[src/rtl/lvt_pkg.sv]
// Shared parameter defaults and FSM encoding for the LVT port scheduler.
// Latency: none (declarations only).
// Backpressure: not applicable.
package lvt_pkg;

    localparam int unsigned LVT_P_DEF           = 4;
    localparam int unsigned LVT_PE_BITS_DEF     = 2;
    localparam int unsigned LVT_INDEX_WIDTH_DEF = 8;
    localparam int unsigned LVT_CONFLICT_CNT_W  = 16;

    // INIT clears the LVT by sweeping every index; RUN arbitrates requesters.
    typedef enum logic [0:0] {
        ST_INIT = 1'b0,
        ST_RUN  = 1'b1
    } lvt_state_e;

endpackage

[src/rtl/lvt_conflict_arbiter.sv]
// Rotating-priority conflict filter: blocks a request when a higher-priority one hits the same address with a write.
// Latency: purely combinational.
// Backpressure: req_ready low on blocked ports; any_block flags that at least one valid port was held off.
module lvt_conflict_arbiter #(
    parameter int P           = 4,
    parameter int N_PE_BITS   = 2,
    parameter int INDEX_WIDTH = 8
) (
    input  logic [P-1:0]             req_valid,
    input  logic [P-1:0]             req_we,
    input  logic [P*INDEX_WIDTH-1:0] req_addr,
    input  logic [N_PE_BITS-1:0]     rr_ptr,
    output logic [P-1:0]             req_ready,
    output logic                     any_block
);

    logic [N_PE_BITS-1:0] rank [P];
    logic [P-1:0]         blocked;

    // Priority rank of each port relative to the round-robin pointer (0 = highest); wraps naturally since P is 2**N_PE_BITS.
    always_comb begin
        for (int i = 0; i < P; i++) begin
            rank[i] = N_PE_BITS'(i) - rr_ptr;
        end
    end

    // A port is blocked by any higher-ranked valid port on the same address when either side writes.
    always_comb begin
        blocked = '0;
        for (int i = 0; i < P; i++) begin
            for (int j = 0; j < P; j++) begin
                if ((j != i) && req_valid[j] && (rank[j] < rank[i]) &&
                    (req_addr[j*INDEX_WIDTH +: INDEX_WIDTH] == req_addr[i*INDEX_WIDTH +: INDEX_WIDTH]) &&
                    (req_we[i] || req_we[j])) begin
                    blocked[i] = 1'b1;
                end
            end
        end
        req_ready = req_valid & ~blocked;
        any_block = |(req_valid & blocked);
    end

endmodule

[src/rtl/lvt_port_scheduler.sv]
// Multi-port LVT scheduler: clears the table after reset, then issues non-conflicting requests with rotating priority.
// Latency: granted request appears on mem_* one cycle after the valid/ready handshake.
// Backpressure: req_ready is 0 during the clear sweep and for requests blocked by a higher-priority conflicting one.
module lvt_port_scheduler
    import lvt_pkg::*;
#(
    parameter int P           = LVT_P_DEF,
    parameter int N_PE_BITS   = LVT_PE_BITS_DEF,
    parameter int INDEX_WIDTH = LVT_INDEX_WIDTH_DEF
) (
    input  logic                     clk,
    input  logic                     reset,
    input  logic [P-1:0]             req_valid,
    input  logic [P-1:0]             req_we,
    input  logic [P*INDEX_WIDTH-1:0] req_addr,
    output logic [P-1:0]             req_ready,
    output logic [P*INDEX_WIDTH-1:0] mem_addr,
    output logic [P-1:0]             mem_w_en,
    output logic [P-1:0]             mem_r_en,
    output logic                     init_busy,
    output logic [15:0]              conflict_cnt
);

    lvt_state_e               state_q, state_d;
    logic [INDEX_WIDTH-1:0]   init_cnt_q, init_cnt_d;
    logic [N_PE_BITS-1:0]     rr_ptr_q, rr_ptr_d;
    logic [P*INDEX_WIDTH-1:0] mem_addr_q, mem_addr_d;
    logic [P-1:0]             mem_w_en_q, mem_w_en_d;
    logic [P-1:0]             mem_r_en_q, mem_r_en_d;
    logic [15:0]              conflict_cnt_q, conflict_cnt_d;

    logic         in_run;
    logic         init_last;
    logic [P-1:0] arb_ready;
    logic         arb_any_block;
    logic         run_block;

    lvt_conflict_arbiter #(
        .P           (P),
        .N_PE_BITS   (N_PE_BITS),
        .INDEX_WIDTH (INDEX_WIDTH)
    ) u_arb (
        .req_valid (req_valid),
        .req_we    (req_we),
        .req_addr  (req_addr),
        .rr_ptr    (rr_ptr_q),
        .req_ready (arb_ready),
        .any_block (arb_any_block)
    );

    assign init_last = &init_cnt_q;

    // FSM state register: reset restarts the clear sweep.
    always_ff @(posedge clk or negedge reset) begin
        if (!reset) begin
            state_q <= ST_INIT;
        end else begin
            state_q <= state_d;
        end
    end

    // FSM next state: leave INIT once the last index has been issued; RUN is terminal.
    always_comb begin
        state_d = state_q;
        if ((state_q == ST_INIT) && init_last) begin
            state_d = ST_RUN;
        end
    end

    // FSM outputs: grants and conflict accounting only exist in RUN.
    always_comb begin
        in_run    = (state_q == ST_RUN);
        init_busy = (state_q == ST_INIT);
        req_ready = in_run ? arb_ready : '0;
        run_block = in_run & arb_any_block;
    end

    // Datapath next values: sweep writes on port 0 in INIT, otherwise register granted requests.
    always_comb begin
        init_cnt_d     = init_cnt_q;
        rr_ptr_d       = rr_ptr_q;
        mem_addr_d     = mem_addr_q;
        mem_w_en_d     = '0;
        mem_r_en_d     = '0;
        conflict_cnt_d = conflict_cnt_q;
        if (!in_run) begin
            mem_w_en_d[0]                = 1'b1;
            mem_addr_d[0 +: INDEX_WIDTH] = init_cnt_q;
            if (!init_last) begin
                init_cnt_d = init_cnt_q + INDEX_WIDTH'(1);
            end
        end else begin
            for (int i = 0; i < P; i++) begin
                if (req_ready[i]) begin
                    mem_addr_d[i*INDEX_WIDTH +: INDEX_WIDTH] = req_addr[i*INDEX_WIDTH +: INDEX_WIDTH];
                    mem_w_en_d[i] = req_we[i];
                    mem_r_en_d[i] = ~req_we[i];
                end
            end
            // Rotating the pointer only on conflict bounds a held request's wait to P-1 conflict cycles.
            if (run_block) begin
                rr_ptr_d = rr_ptr_q + N_PE_BITS'(1);
                if (conflict_cnt_q != 16'hFFFF) begin
                    conflict_cnt_d = conflict_cnt_q + 16'd1;
                end
            end
        end
    end

    // Datapath registers: reset drops any in-flight issue.
    always_ff @(posedge clk or negedge reset) begin
        if (!reset) begin
            init_cnt_q     <= '0;
            rr_ptr_q       <= '0;
            mem_addr_q     <= '0;
            mem_w_en_q     <= '0;
            mem_r_en_q     <= '0;
            conflict_cnt_q <= '0;
        end else begin
            init_cnt_q     <= init_cnt_d;
            rr_ptr_q       <= rr_ptr_d;
            mem_addr_q     <= mem_addr_d;
            mem_w_en_q     <= mem_w_en_d;
            mem_r_en_q     <= mem_r_en_d;
            conflict_cnt_q <= conflict_cnt_d;
        end
    end

    assign mem_addr     = mem_addr_q;
    assign mem_w_en     = mem_w_en_q;
    assign mem_r_en     = mem_r_en_q;
    assign conflict_cnt = conflict_cnt_q;

endmodule
[config.mk]
export PLATFORM = sky130hd
export DESIGN_NAME = lvt_port_scheduler
export DESIGN_NICKNAME = d
export VERILOG_FILES = /design/src/rtl/lvt_pkg.sv /design/src/rtl/lvt_conflict_arbiter.sv /design/src/rtl/lvt_port_scheduler.sv
export SDC_FILE = /design/constraint.sdc
export NUM_CORES = 1
export LEC_CHECK = 0
export BUFFER_PORTS_ARGS = -buffer_cell sky130_fd_sc_hd__clkbuf_2
export CAP_MARGIN = 0
export CORE_MARGIN = 4
export CORE_UTILIZATION = 56
export CTS_CLUSTER_DIAMETER = 40
export DETAILED_ROUTE_END_ITERATION = 12
export GPL_TIMING_DRIVEN = 0
export PLACE_DENSITY = 0.91
export SETUP_SLACK_MARGIN = 0.02
export SLEW_MARGIN = 20
export SYNTH_ARGS = -nofsm -noshare
export SYNTH_HDL_FRONTEND = slang
export SYNTH_HIERARCHICAL = 1
export SYNTH_SLANG_ARGS = --single-unit
[constraint.sdc]
create_clock -name clk -period 5.75 [get_ports clk]
set_input_delay 0.575 -clock clk [delete_from_list [all_inputs] [get_ports clk]]
set_output_delay 0.575 -clock clk [all_outputs]
set_load 0.005 [all_outputs]
After elaboration in Yosys (flattened, before gate mapping)
Cells that the tools add are included.
Cells by class
  bitwise gates (word level): 10
  eq/ne operators: 14
  reductions and logical operators: 51
  mux-type cells: 26
  $lt $le $gt $ge: 12
  add/subtract/negate cells: 7
Operators with widths (count)
  $eq A8 B8 Y1: 12
  $logic_and A1 B1 Y1: 37
  $lt A2 B2 Y1: 12
  $mux W1: 21
  $add A16 B1 Y16 const B: 1
  $mux W8: 2
  $ne A16 B16 Y1 const B: 1
  $reduce_and A2 Y1: 5
  $add A8 B1 Y8 const B: 1
  $and A4 B4 Y4: 2
  $mux W4: 2
  $reduce_and A8 Y1: 1
  $logic_or A1 B1 Y1: 6
  $not A1 Y1: 6
  $not A4 Y4: 1
  $reduce_or A4 Y1: 1
  $sub A1 B2 Y2 const A: 2
  $sub A2 B2 Y2 const A: 2
  $mux W3: 1
  $reduce_and A3 Y1: 1
  $add A2 B1 Y2 const B: 1
  $ne A2 B2 Y1 const B: 1
  $and A1 B1 Y1: 1
Storage, ports and cells
  flip-flop bits (word level): 67
  input bits: 42

Depth between registers and ports, before layout
Gate-level depths: netlist (run 1).
  word-level depth: 13
  gate-level depth with buffers: 10
  mapped depth without buffers: 10

Cells and area by module
Netlist (run 1), hierarchy kept.
Modules (own cells, without submodules)
  lvt_port_scheduler: instances 1, cells an instance 219, area an instance 2781.4 sq um
  lvt_conflict_arbiter: instances 1, cells an instance 105, area an instance 779.5 sq um

Worst setup path after synthesis (run 1)
OpenSTA, ideal clock, no wires.
  path kind: reg2reg
  from: register rr_ptr_q[0]
  to: register conflict_cnt_q[9] (netlist: conflict_cnt[9])
  setup time: 126 ps
  required time: 5624 ps
  setup slack: 3244 ps
  arrival: 2380 ps
  clock period less this slack: 2506 ps
  path buffers: 0
  cell stages (with the launch flop): 11
  cells stage by stage: dfrtp_1 inv_1 ha_1 nand2b_1 nor4_1 o31ai_1 nand4_1 and2_1 o41ai_4 or4_1 xnor2_1
Between the ends
  longest elaborated chain between the ends: 12
RTL lines
  start: declaration: line lvt_port_scheduler.sv:26  | logic [N_PE_BITS-1:0] rr_ptr_q, rr_ptr_d;
  start signal: assignment: line lvt_port_scheduler.sv:121  | rr_ptr_q <= rr_ptr_d;
  $sub A1 B2 Y2 or $sub A2 B2 Y2 (tied branches): line lvt_conflict_arbiter.sv:23  | rank[i] = N_PE_BITS'(i) - rr_ptr;
  $lt A2 B2 Y1: line lvt_conflict_arbiter.sv:32  | if ((j != i) && req_valid[j] && (rank[j] < rank[i]) &&
  $logic_and A1 B1 Y1 (2 in a row): line lvt_conflict_arbiter.sv:32
  $logic_and A1 B1 Y1: line lvt_conflict_arbiter.sv:33  | (req_addr[j*INDEX_WIDTH +: INDEX_WIDTH] == req_addr[i*INDEX_WIDTH +: INDEX_WIDTH]) &&
  $mux W1 (3 in a row): line lvt_conflict_arbiter.sv:32
  $and A4 B4 Y4 *: line lvt_conflict_arbiter.sv:40  | any_block = |(req_valid & blocked);
  $reduce_or A4 Y1 *: line lvt_conflict_arbiter.sv:40
  named net arb_any_block: line lvt_port_scheduler.sv:35  | logic arb_any_block;
  $and A1 B1 Y1 *: line lvt_port_scheduler.sv:75  | run_block = in_run & arb_any_block;
  $reduce_and A3 Y1 (no line) *
  end signal: assignment: line lvt_port_scheduler.sv:125  | conflict_cnt_q <= conflict_cnt_d;
  end: declaration: line lvt_port_scheduler.sv:30  | logic [15:0] conflict_cnt_q, conflict_cnt_d;
Mark *: on every way through the listed nets, which the timed path passes. The rest lies on a longest branch.
A chain may end at the register's enable or synchronous reset.

Worst setup path after layout (run 1)
  from: register rr_ptr_q[1]
  to: output port req_ready[0]
Between the ends
  longest elaborated chain between the ends: 11
RTL lines
  $sub A1 B2 Y2: line lvt_conflict_arbiter.sv:23
  $lt A2 B2 Y1: line lvt_conflict_arbiter.sv:32
  $logic_and A1 B1 Y1 (2 in a row): line lvt_conflict_arbiter.sv:32
  $logic_and A1 B1 Y1: line lvt_conflict_arbiter.sv:33
  $mux W1 (2 in a row): line lvt_conflict_arbiter.sv:32
  $mux W1 *: line lvt_conflict_arbiter.sv:32
  $not A4 Y4 *: line lvt_conflict_arbiter.sv:39  | req_ready = req_valid & ~blocked;
  $and A4 B4 Y4 *: line lvt_conflict_arbiter.sv:39
  named net arb_ready[0]: line lvt_port_scheduler.sv:34  | logic [P-1:0] arb_ready;
  $mux W4 *: line lvt_port_scheduler.sv:74  | req_ready = in_run ? arb_ready : '0;
  end: declaration: line lvt_port_scheduler.sv:16  | output logic [P-1:0] req_ready,
Marks and branches as above.

==> results.tsv, run 1 <==
stage	metric	value	unit
worst_setup_path	end_kind	output port	
route	wl_per_cell	17.6	um
die	die_height	87.7	um
synthesis	synth-async-reset-ratio	100	%
pwr	leakage	2.19	nW
final_layout	diodes	0	
pwr	switchingPower	0.240	mW
final_layout	num-nets-final	486	
grt	antenna_found_initial	0	
cts	post_cts_buffers	0	
cts	clock-sinks	67	
final_layout	drive_above_1_share	33.9	%
worst_setup_path	critPathLaunchType	register	
cts	cts_root_buf	clkbuf_8	
cts	ctsResizeCount	0	
worst_setup_path	crit_arrival	2520	ps
route	drc	0	
sta	slew_headroom	56.2	%
cts	cts_max_path_buffers	2	
pwr	power_density	234	mW/mm^2
synthesis	syn-instance-count	324	
sta	fin_skew	6.94	ps
sta	fmax	0.323	GHz
synthesis	synth_nets	372	
grt	overflow	0	
synthesis	synth_most_common_cell	dfrtp_1	
worst_setup_path	worstSetupPathType	register to output port	
cts	cts.hold.buffers_added	0	
pwr	p_clk_share	45.4	%
die	dieArea	0.00770	mm^2
hold_path	hold_class	input port to asynchronous set/reset pin	
synthesis	avgSynthCellArea	11.0	um^2
synthesis	ys.flop_type	dfrtp_1	
cts	cts_inserted_buffers	9	
pwr	ir_drop	0.192	mV
die	start_util	58.8	%
sta	timing.setup.tns	0	ps
placement	gp_congestion	0.911	
synthesis	ys_ff_latch	67	
grt	grt_usage	24.8	%
pwr	comb_power_share	9.2	%
synthesis	synth_cell_types	34	
synthesis	syn-cell-area	0.00356	mm^2
synthesis	ys_warn_count	6	
synthesis	synth.area.top_cells	dfrtp_1 (47%), xnor2_1 (15%), mux2_2 (8.2%), nand4_1 (2.5%), nor4_1 (2.3%)	
worst_setup_path	cp_cell_sequence	inv_1 -> ha_1 -> nand2b_1 -> nor4_1 -> nor4b_1 -> clkbuf_1 -> and2_1 -> clkbuf_2	
route	wl	9140	um
cts	clk_pin_slew_worst_paths	70	ps
sta	rsz0062_at_grt	false	
sta	fin_crit_sh	53.8	%
grt	grt_pass1_wl	14500	um
run_status	outcome	finished, final reports clean	
synthesis	synth_top_area_cell	dfrtp_1	
die	die_x	87.7	um
final_layout	utilization	73.1	%
die	rows	28	
route	firstDrtPassIters	6	
pwr	power	1.04	mW
sta	drv_slew	0	
run	drv_cap	0	
cts	clock_latency	340	ps
route	vias	3013	
pwr	swShare	23.1	%
sta	worstMarginPinSlew	657	ps
worst_setup_path	path_max_fanout	10	
route	via_per_inst	5.82	
sta	layout_min_cycle_time	3100	ps
worst_setup_path	cp_slowest_cell	dfrtp_1	
cts	htree_levels	3	
synthesis	yosysTopAreaCellShare	47.1	%
final_layout	area_growth	24.4	%
sta	hold_violations	0	
grt	grt_max_degree	47	
die	io_pins	103	
worst_setup_path	critPathRequiredTime	5180	ps
route	final_antenna_net_count	0	
worst_setup_path	slowest_delay	450	ps
synthesis	seq_area_frac_synth	47.1	%
placement	dp_hpwl	7100	um
placement	portBuffers	102	
synthesis	synth-edff-count	0	
sta	setup_viol	0	
pwr	p_seq_share	45.4	%
die	core_area	0.00606	mm^2
synthesis	synth_common_cells	dfrtp_1 (67), xnor2_1 (60), mux2_2 (26), nand2_1 (18), nand3_1 (15)	
sta	whs	141	ps
cts	cts_tree	built	
worst_setup_path	reg2regPathDepth	10	
route	drt-initial-drc-count	221	
pwr	internal_power	0.798	mW
grt	grt_pass1_vias	2983	
[worst max-delay path: cells and delay by family, from the launching register on]
family        cells  cell delay (ps)
buf+inv           3              540
flops             1              450
simple gates      4              970
fa+ha+maj         1              210
[power by group through the flow]
stage | combinational (mW) | clock (mW) | sequential, mW
after global placement | 0.0893 | 0 | 0.480
after global routing | 0.103 | 0.501 | 0.471
after floorplan | 0.0429 | 0 | 0.480
after CTS | 0.0948 | 0.479 | 0.471
after detailed placement | 0.0938 | 0 | 0.480
final | 0.0951 | 0.471 | 0.471
[per-stage QoR]
stage | setup slack (ps) | instance area [um^2] | cells
6_report | 2650 | 4430 | 518
4_1_cts | 2650 | 4430 | 518
3_3_place_gp | 2730 | 4170 | 501
2_1_floorplan | 3240 | 3560 | 324
5_1_grt | 2450 | 4430 | 518
3_5_place_dp | 2710 | 4190 | 502
[path summary, 6_finish.rpt]
check | startpoint | endpoint | slack [ps]
hold reg to reg | mem_addr[16] | mem_addr[16] | 510
max in group asynchronous | reset | mem_addr[13] | 5070
setup / recovery | rr_ptr_q[1] | req_ready[0] | 2650
hold / removal | reset | conflict_cnt[2] | 140
setup reg to reg | rr_ptr_q[1] | conflict_cnt[9] | 2930
min in group clk | req_we[2] | mem_r_en[2] | 460
[flip-flops by register name, indices dropped and copies added (netlist names)]
register      flops
mem_addr         32
conflict_cnt     16
init_cnt_q        8
mem_r_en          4
mem_w_en          4
rr_ptr_q          2
in_run            1
[placed cells by master (no fill, tap or decap), drive strengths merged, types with 2 or more instances in the layout]
| cell | n |
|---|---|
| a21oi | 13 |
| and2 | 3 |
| and3 | 6 |
| and4 | 2 |
| buf | 3 |
| bufinv | 3 |
| clkbuf | 114 |
| clkinv | 3 |
| dfrtp | 67 |
| ha | 6 |
| inv | 11 |
| mux2 | 27 |
| mux2i | 8 |
| nand2 | 18 |
| nand2b | 6 |
| nand3 | 16 |
| nand4 | 15 |
| nor2 | 14 |
| nor2b | 2 |
| nor3 | 5 |
| nor4 | 13 |
| nor4b | 4 |
| o21ai | 6 |
| o31ai | 4 |
| xnor2 | 60 |
| xor2 | 7 |
[cell type report]
type | instances | area (um^2)
Inverter | 11 | 41.3
Tap cell | 75 | 93.8
Sequential cell | 67 | 1680
Clock buffer | 9 | 124
Multi-Input combinational cell | 241 | 1820
Fill cell | 437 | 1630
Buffer | 5 | 20.0
Clock inverter | 7 | 116
Timing Repair Buffer | 103 | 533
[metal layers]
layer / part of all wire, % / global-route usage [%] / up-vias / wire (um)
met4: 1.6 / 6.28 / 0 / 150
met2: 50 / 41.0 / 153 / 4570
li1: - / - / 1382 / -
met1: 41 / 32.6 / 1454 / 3760
met5: 0 / 0 / - / 0
met3: 7.2 / 6.40 / 24 / 654
[cells by family after synthesis]
| kind of cell | after synthesis | synth area share, % |
|---|---|---|
| multiplexers | 35 | 10.9 |
| AND/OR/NAND/NOR | 107 | 17.0 |
| buffers and inverters | 16 | 1.72 |
| adder cells (fa/ha/maj) | 6 | 2.11 |
| AO/OA/AOI/OAI | 26 | 4.74 |
| flip-flops | 67 | 47.1 |
| XOR/XNOR | 67 | 16.5 |
No activity file was read; power rests on OpenSTA's default activity.
==> run 2, diff against run 1 <==
--- a/config.mk
+++ b/config.mk
@@ -5,14 +5,15 @@
 export SDC_FILE = /design/constraint.sdc
 export NUM_CORES = 1
 export LEC_CHECK = 0
+export ABC_AREA = 1
 export BUFFER_PORTS_ARGS = -buffer_cell sky130_fd_sc_hd__clkbuf_2
 export CAP_MARGIN = 0
 export CORE_MARGIN = 4
-export CORE_UTILIZATION = 56
+export CORE_UTILIZATION = 53
 export CTS_CLUSTER_DIAMETER = 40
 export DETAILED_ROUTE_END_ITERATION = 12
 export GPL_TIMING_DRIVEN = 0
-export PLACE_DENSITY = 0.91
+export PLACE_DENSITY = 0.86
 export SETUP_SLACK_MARGIN = 0.02
 export SLEW_MARGIN = 20
 export SYNTH_ARGS = -nofsm -noshare
==> constraint.sdc (replaced) <==
create_clock -name clk -period 3 [get_ports clk]
set_input_delay 0.3 -clock clk [delete_from_list [all_inputs] [get_ports clk]]
set_output_delay 0.3 -clock clk [all_outputs]
set_load 0.005 [all_outputs]
==> results.tsv, run 2 <==
stage	metric	value	unit	change
route	drc	0		unchanged
cts	clk_pin_slew_worst_paths	70	ps	about the same
synthesis	yosysTopAreaCellShare	42.0	%	was 47.1%
placement	portBuffers	102		unchanged
worst_setup_path	end_kind	output port		unchanged
synthesis	synth_nets	608		was 372
cts	post_cts_buffers	0		unchanged
sta	fin_crit_sh	80.9	%	
final_layout	largest_reg_flops	32		unchanged
synthesis	synth-async-reset-ratio	100	%	unchanged
grt	grt_pass1_wl	17600	um	was 14500 um
pwr	power_density	370	mW/mm^2	was 234 mW/mm^2
sta	layout_min_cycle_time	2430	ps	
cts	ctsResizeCount	0		unchanged
synthesis	synth_common_cells	nand2_1 (260), dfrtp_1 (67), nor2_1 (52), inv_1 (44), xnor2_1 (42)		was dfrtp_1 (67), xnor2_1 (60), mux2_2 (26), nand2_1 (18), nand3_1 (15)
worst_setup_path	worstSetupStartpoint	rr_ptr_q[1]		unchanged
final_layout	mostFrequentLayoutCell	nand2_1		was clkbuf_2
route	via_per_inst	5.12		was 5.82
grt	grt_max_degree	47		unchanged
synthesis	seq_area_frac_synth	42.0	%	was 47.1%
cts	cts_root_buf	clkbuf_8		unchanged
sta	drv_slew	0		unchanged
sta	setup_viol	0		unchanged
route	wl_per_cell	13.7	um	was 17.6 um
worst_setup_path	cp_cell_sequence	inv_1 -> ha_1 -> nand2_1 -> nor2_1 -> nand3_1 -> nand3_1 -> nor2_1 -> nand2_1 -> clkinv_1 -> clkbuf_2		was inv_1 -> ha_1 -> nand2b_1 -> nor4_1 -> nor4b_1 -> clkbuf_1 -> and2_1 -> clkbuf_2
final_layout	stdcell_count	779		was 518
worst_setup_path	worst-path-buf-inv	3		unchanged
final_layout	fin_area	0.00485	mm^2	was 0.00443 mm^2
sta	rsz0062_at_grt	false		unchanged
run	drv_cap	0		unchanged
worst_setup_path	path_max_fanout	9		was 10
pwr	leakage	2.67	nW	was 2.19 nW
synthesis	synth_top_area_cell	dfrtp_1		unchanged
route	vias	3990		was 3013
worst_setup_path	cp.depth	10		was 8
die	rows	31		was 28
placement	gp_congestion	0.902		was 0.911
synthesis	synth-edff-count	0		unchanged
synthesis	ys_warn_count	6		unchanged
final_layout	diodes	0		unchanged
worst_setup_path	critPathRequiredTime	2700	ps	was 5180 ps
cts	clock_latency	330	ps	was 340 ps
pwr	ir_drop	0.212	mV	was 0.192 mV
worst_setup_path	cp_slowest_cell	dfrtp_1		unchanged
hold_path	hold_class	input port to register		was input port to asynchronous set/reset pin
die	die_x	94.7	um	was 87.7 um
cts	cts.hold.buffers_added	1		was 0
route	firstDrtPassIters	5		was 6
cts	clock-sinks	67		unchanged
synthesis	synth_cell_types	29		was 34
synthesis	synth_most_common_cell	nand2_1		was dfrtp_1
synthesis	avgSynthCellArea	7.12	um^2	was 11.0 um^2
cts	cts_inserted_buffers	9		unchanged
worst_setup_path	regToRegSetupSlack	790	ps	was 2930 ps
die	core_area	0.00729	mm^2	was 0.00606 mm^2
run_status	outcome	finished, final reports clean		unchanged
synthesis	ys_ff_latch	67		unchanged
grt	grt_usage	24.6	%	was 24.8%
sta	timing.setup.tns	0	ps	unchanged
route	drt-initial-drc-count	184		was 221
worst_setup_path	rr_endpoint	conflict_cnt[1]		was conflict_cnt[9]
synthesis	syn-cell-area	0.00399	mm^2	was 0.00356 mm^2
worst_setup_path	critPathLaunchType	register		unchanged
placement	dp_cells	762		was 502
sta	fin_skew	8.27	ps	was 6.94 ps
final_layout	area_growth	21.7	%	was 24.4%
worst_setup_path	reg2regPathDepth	14		was 10
sta	fmax	0.412	GHz	
die	io_pins	103		unchanged
sta	worstMarginPinSlew	547	ps	was 657 ps
die	start_util	54.7	%	was 58.8%
placement	dp_hpwl	8190	um	was 7100 um
final_layout	drive_above_1_share	20.7	%	was 33.9%
die	dieArea	0.00898	mm^2	was 0.00770 mm^2
cts	cts_tree	built		unchanged
worst_setup_path	r2r-start	rr_ptr_q[1]		unchanged
synthesis	syn-instance-count	560		was 324
final_layout	layout_common_cells	nand2_1 (260), clkbuf_2 (101), dfrtp_1 (67)		was clkbuf_2 (101), dfrtp_1 (67), xnor2_1 (60)
worst_setup_path	crit_path_end	req_ready[0]		unchanged
sta	hold_violations	0		unchanged
grt	grt_pass1_vias	3859		was 2983
placement	place_area	0.00465	mm^2	was 0.00419 mm^2
die	die_height	94.7	um	was 87.7 um
worst_setup_path	cpLargestDelayFamily	buffers and inverters		was simple AND/OR/NAND/NOR gates
cts	cts_max_path_buffers	2		unchanged
pwr	power	1.80	mW	was 1.04 mW
sta	slew_headroom	63.4	%	was 56.2%
grt	antenna_found_initial	0		unchanged
route	final_antenna_net_count	0		unchanged
synthesis	synth.area.top_cells	dfrtp_1 (42%), nand2_1 (24%), xnor2_1 (9.2%), nor2_1 (4.9%), inv_1 (4.1%)		was dfrtp_1 (47%), xnor2_1 (15%), mux2_2 (8.2%), nand4_1 (2.5%), nor4_1 (2.3%)
cts	htree_levels	3		unchanged
final_layout	num-nets-final	723		was 486
worst_setup_path	slowest_delay	450	ps	about the same
route	wl	10700	um	was 9140 um
worst_setup_path	worstSetupPathType	register to output port		unchanged
synthesis	ys.flop_type	dfrtp_1		unchanged
worst_setup_path	crit_arrival	2130	ps	was 2520 ps
grt	overflow	0		unchanged
[run 2: cell types whose count changed after synthesis, moves of 12 or more]
cell	delta
nor4_1	-13
inv_1	+33
mux2_2	-26
xnor2_1	-18
nand3_1	+15
a21oi_1	-12
nor2_1	+38
nand2_1	+242
[run 2: worst reg2reg max path, delay by kind of cell, from the launching register on]
kind / cells / cell delay [ps]
adder cells (fa/ha/maj): 1 / 300
buffers and inverters: 3 / 350
flip-flops: 1 / 450
AND/OR/NAND/NOR: 10 / 1060
[run 2: layout make-up]
cell class                 count  area, um^2
tap                           99         124
clock buffer                  12         165
multi-input combinational    436        2080
fill                         662        2440
clock inverter                 4        23.8
sequential                    67        1680
timing repair buffer         104         551
buffer                         6        38.8
inverter                      51         191
[run 2: kinds of logic after synthesis]
| kind of cell | after synthesis | synth area share (%) |
|---|---|---|
| xor gates and xnor gates | 45 | 9.88 |
| and+or+nand+nor | 368 | 37.5 |
| DFF | 67 | 42.0 |
| adders and majority gates | 6 | 1.88 |
| buffers and inverters | 57 | 5.77 |
| AOI/OAI and AO/OA | 17 | 2.95 |
[run 2: power breakdown]
group	internal (mW)	switching, mW
combinational	0.0734	0.119
clock	0.365	0.337
sequential	0.903	0
total	1.34	0.455
[run 2: worst min-delay path by stage]
stage	from	end	slack, ps	cells after the start
2_1_floorplan	reset	conflict_cnt[0]	4	0
3_3_place_gp	mem_addr[29]	mem_addr[29]	460	2
3_5_place_dp	reset	mem_addr[21]	260	1
4_1_cts	req_we[0]	mem_r_en[0]	190	2
5_1_grt	req_we[0]	mem_r_en[0]	220	2
6_report	req_we[0]	mem_r_en[0]	210	2
[run 2: metrics by stage]
| stage | setup slack [ps] | hold slack, ps | util (%) |
|---|---|---|---|
| 3_3_place_gp | 848 | 463 | 63.4 |
| 5_1_grt | 365 | 220 | 66.5 |
| 6_report | 572 | 209 | 66.5 |
| 3_5_place_dp | 819 | 256 | 63.8 |
| 2_1_floorplan | 1070 | 4.41 | - |
| 4_1_cts | 574 | 191 | 66.5 |
[run 2: metal layers]
layer | GRT usage [%] | wire [um] | vias up | share of wire (%)
met2 | 43.4 | 5280 | 171 | 50
li1 | - | - | 1950 | -
met1 | 31.0 | 4440 | 1851 | 42
met5 | 0 | 0 | - | 0
met4 | 7.93 | 163 | 0 | 1.5
met3 | 3.59 | 769 | 18 | 7.2
==> run 3, diff against run 2 <==
==> constraint.sdc (replaced) <==
create_clock -name clk -period 2.4 [get_ports clk]
set_input_delay 0.24 -clock clk [delete_from_list [all_inputs] [get_ports clk]]
set_output_delay 0.24 -clock clk [all_outputs]
set_load 0.005 [all_outputs]
==> results.tsv, run 3 (synthesis gave the netlist of run 2 again) <==
stage	metric	value	unit	change
run_status	outcome	finished, final reports clean		unchanged
final_layout	layout_common_cells	nand2_1 (260), clkbuf_2 (101), dfrtp_1 (66)		was nand2_1 (260), clkbuf_2 (101), dfrtp_1 (67)
die	rows	31		unchanged
sta	drv_slew	0		unchanged
placement	portBuffers	102		unchanged
sta	worst_slack	152	ps	was 572 ps
route	final_antenna_net_count	0		unchanged
route	drt-initial-drc-count	174		was 184
worst_setup_path	crit_arrival	2010	ps	was 2130 ps
route	vias	4027		was 3990
final_layout	num-nets-final	725		was 723
sta	timing.setup.tns	0	ps	unchanged
grt	grt_pass1_vias	3859		unchanged
sta	setup_viol	0		unchanged
cts	cts_root_buf	clkbuf_8		unchanged
die	core_area	0.00729	mm^2	unchanged
worst_setup_path	critPathLaunchType	register		unchanged
worst_setup_path	path_max_fanout	5		was 9
sta	fin_crit_sh	93.7	%	
sta	slew_headroom	62.7	%	was 63.4%
sta	hold_violations	0		unchanged
placement	place_ws	219	ps	was 819 ps
cts	clock_latency	330	ps	about the same
worst_setup_path	critPathRequiredTime	2160	ps	was 2700 ps
pwr	leakage	2.67	nW	about the same
placement	gp_congestion	0.902		unchanged
final_layout	diodes	0		unchanged
die	die_x	94.7	um	unchanged
cts	cts_inserted_buffers	9		unchanged
hold_path	hold_class	input port to register		unchanged
worst_setup_path	regToRegSetupSlack	200	ps	was 790 ps
cts	cts_tree	built		unchanged
worst_setup_path	cp_cell_sequence	inv_1 -> ha_1 -> nand2_1 -> nor2_1 -> nand3_1 -> nand3_1 -> nor2_2 -> nand2_1 -> clkinvlp_4 -> clkbuf_2		was inv_1 -> ha_1 -> nand2_1 -> nor2_1 -> nand3_1 -> nand3_1 -> nor2_1 -> nand2_1 -> clkinv_1 -> clkbuf_2
sta	worstMarginPinSlew	558	ps	was 547 ps
worst_setup_path	worstSetupPathType	register to output port		unchanged
worst_setup_path	worst-path-buf-inv	3		unchanged
worst_setup_path	cp_slowest_cell	dfrtp_1		unchanged
worst_setup_path	slowest_delay	440	ps	was 450 ps
grt	overflow	0		unchanged
sta	layout_min_cycle_time	2250	ps	
sta	fin_skew	8.10	ps	was 8.27 ps
die	start_util	54.7	%	unchanged
final_layout	largest_reg_flops	32		unchanged
grt	grt_max_degree	47		unchanged
route	via_per_inst	5.16		was 5.12
grt	grt_usage	24.6	%	unchanged
route	drc	0		unchanged
grt	grt_pass1_wl	17600	um	unchanged
final_layout	drive_above_1_share	21.8	%	was 20.7%
die	dieArea	0.00898	mm^2	unchanged
pwr	power_density	460	mW/mm^2	was 370 mW/mm^2
die	die_height	94.7	um	unchanged
cts	clock-sinks	67		unchanged
pwr	ir_drop	0.259	mV	was 0.212 mV
sta	rsz0062_at_grt	true		was false
route	wl	10800	um	was 10700 um
worst_setup_path	cpLargestDelayFamily	simple AND/OR/NAND/NOR gates		was buffers and inverters
worst_setup_path	end_kind	output port		unchanged
sta	fmax	0.445	GHz	
cts	htree_levels	3		unchanged
run	drv_cap	0		unchanged
final_layout	mostFrequentLayoutCell	nand2_1		unchanged
grt	antenna_found_initial	0		unchanged
placement	dp_hpwl	8190	um	unchanged
die	io_pins	103		unchanged
route	firstDrtPassIters	5		unchanged
final_layout	area_growth	22.4	%	was 21.7%
route	wl_per_cell	13.8	um	was 13.7 um
cts	cts_max_path_buffers	2		unchanged
cts	clk_pin_slew_worst_paths	70	ps	about the same
-- run 3: final cells by class --
type                       count  area [um^2]
fill                         659         2410
multi-input combinational    436         2090
sequential                    67         1680
timing repair buffer         106          566
inverter                      51          199
clock buffer                  12          165
tap                           99          124
buffer                         6         38.8
clock inverter                 4         23.8
-- run 3: through the flow --
stage	hold slack [ps]	std cells	utilization, %	power [mW]	instance area [um^2]
3_5_place_dp	196	762	63.8	1.38	4650
6_report	160	781	67.0	2.25	4880
3_3_place_gp	463	761	63.4	1.37	4620
4_1_cts	131	779	66.5	2.26	4850
5_1_grt	164	781	67.0	2.34	4880
2_1_floorplan	-55.6	560	-	1.26	3990
-- run 3: power breakdown --
group | leakage [nW] | internal [mW] | switching, mW | total, mW
logic | 1.69 | 0.0919 | 0.149 | 0.241
registers | 0.884 | 1.13 | 0 | 1.13
clock network | 0.102 | 0.457 | 0.421 | 0.877
total | 2.67 | 1.68 | 0.570 | 2.25
-- run 3: final timing paths --
path,end,cells past startpoint,from
min,mem_r_en[0],2,req_we[0]
min in group asynchronous,mem_addr[21],2,reset
max,req_ready[0],10,rr_ptr_q[0]
max reg2reg,conflict_cnt[6],14,rr_ptr_q[0]
min reg2reg,mem_addr[28],2,mem_addr[28]
max in group asynchronous,rr_ptr_q[1],3,reset
-- run 3: what timing repair did --
| item | 4_1_cts | 5_1_grt |
|---|---|---|
| setup buffers | 0 | 2 |
| resized for setup | 0 | 7 |
| hold endpoints to repair | 21 | 0 |
| endpoints found under the setup margin | 0 | 11 |
| hold buffers | 1 | 0 |
-- run 3: layer usage --
metal | GRT usage (%) | up-vias | share of wire [%]
met2 | 43.4 | 168 | 50
met5 | 0 | - | 0
li1 | - | 1954 | -
met4 | 7.93 | 0 | 1.4
met3 | 3.59 | 17 | 6.7
met1 | 31.0 | 1888 | 42
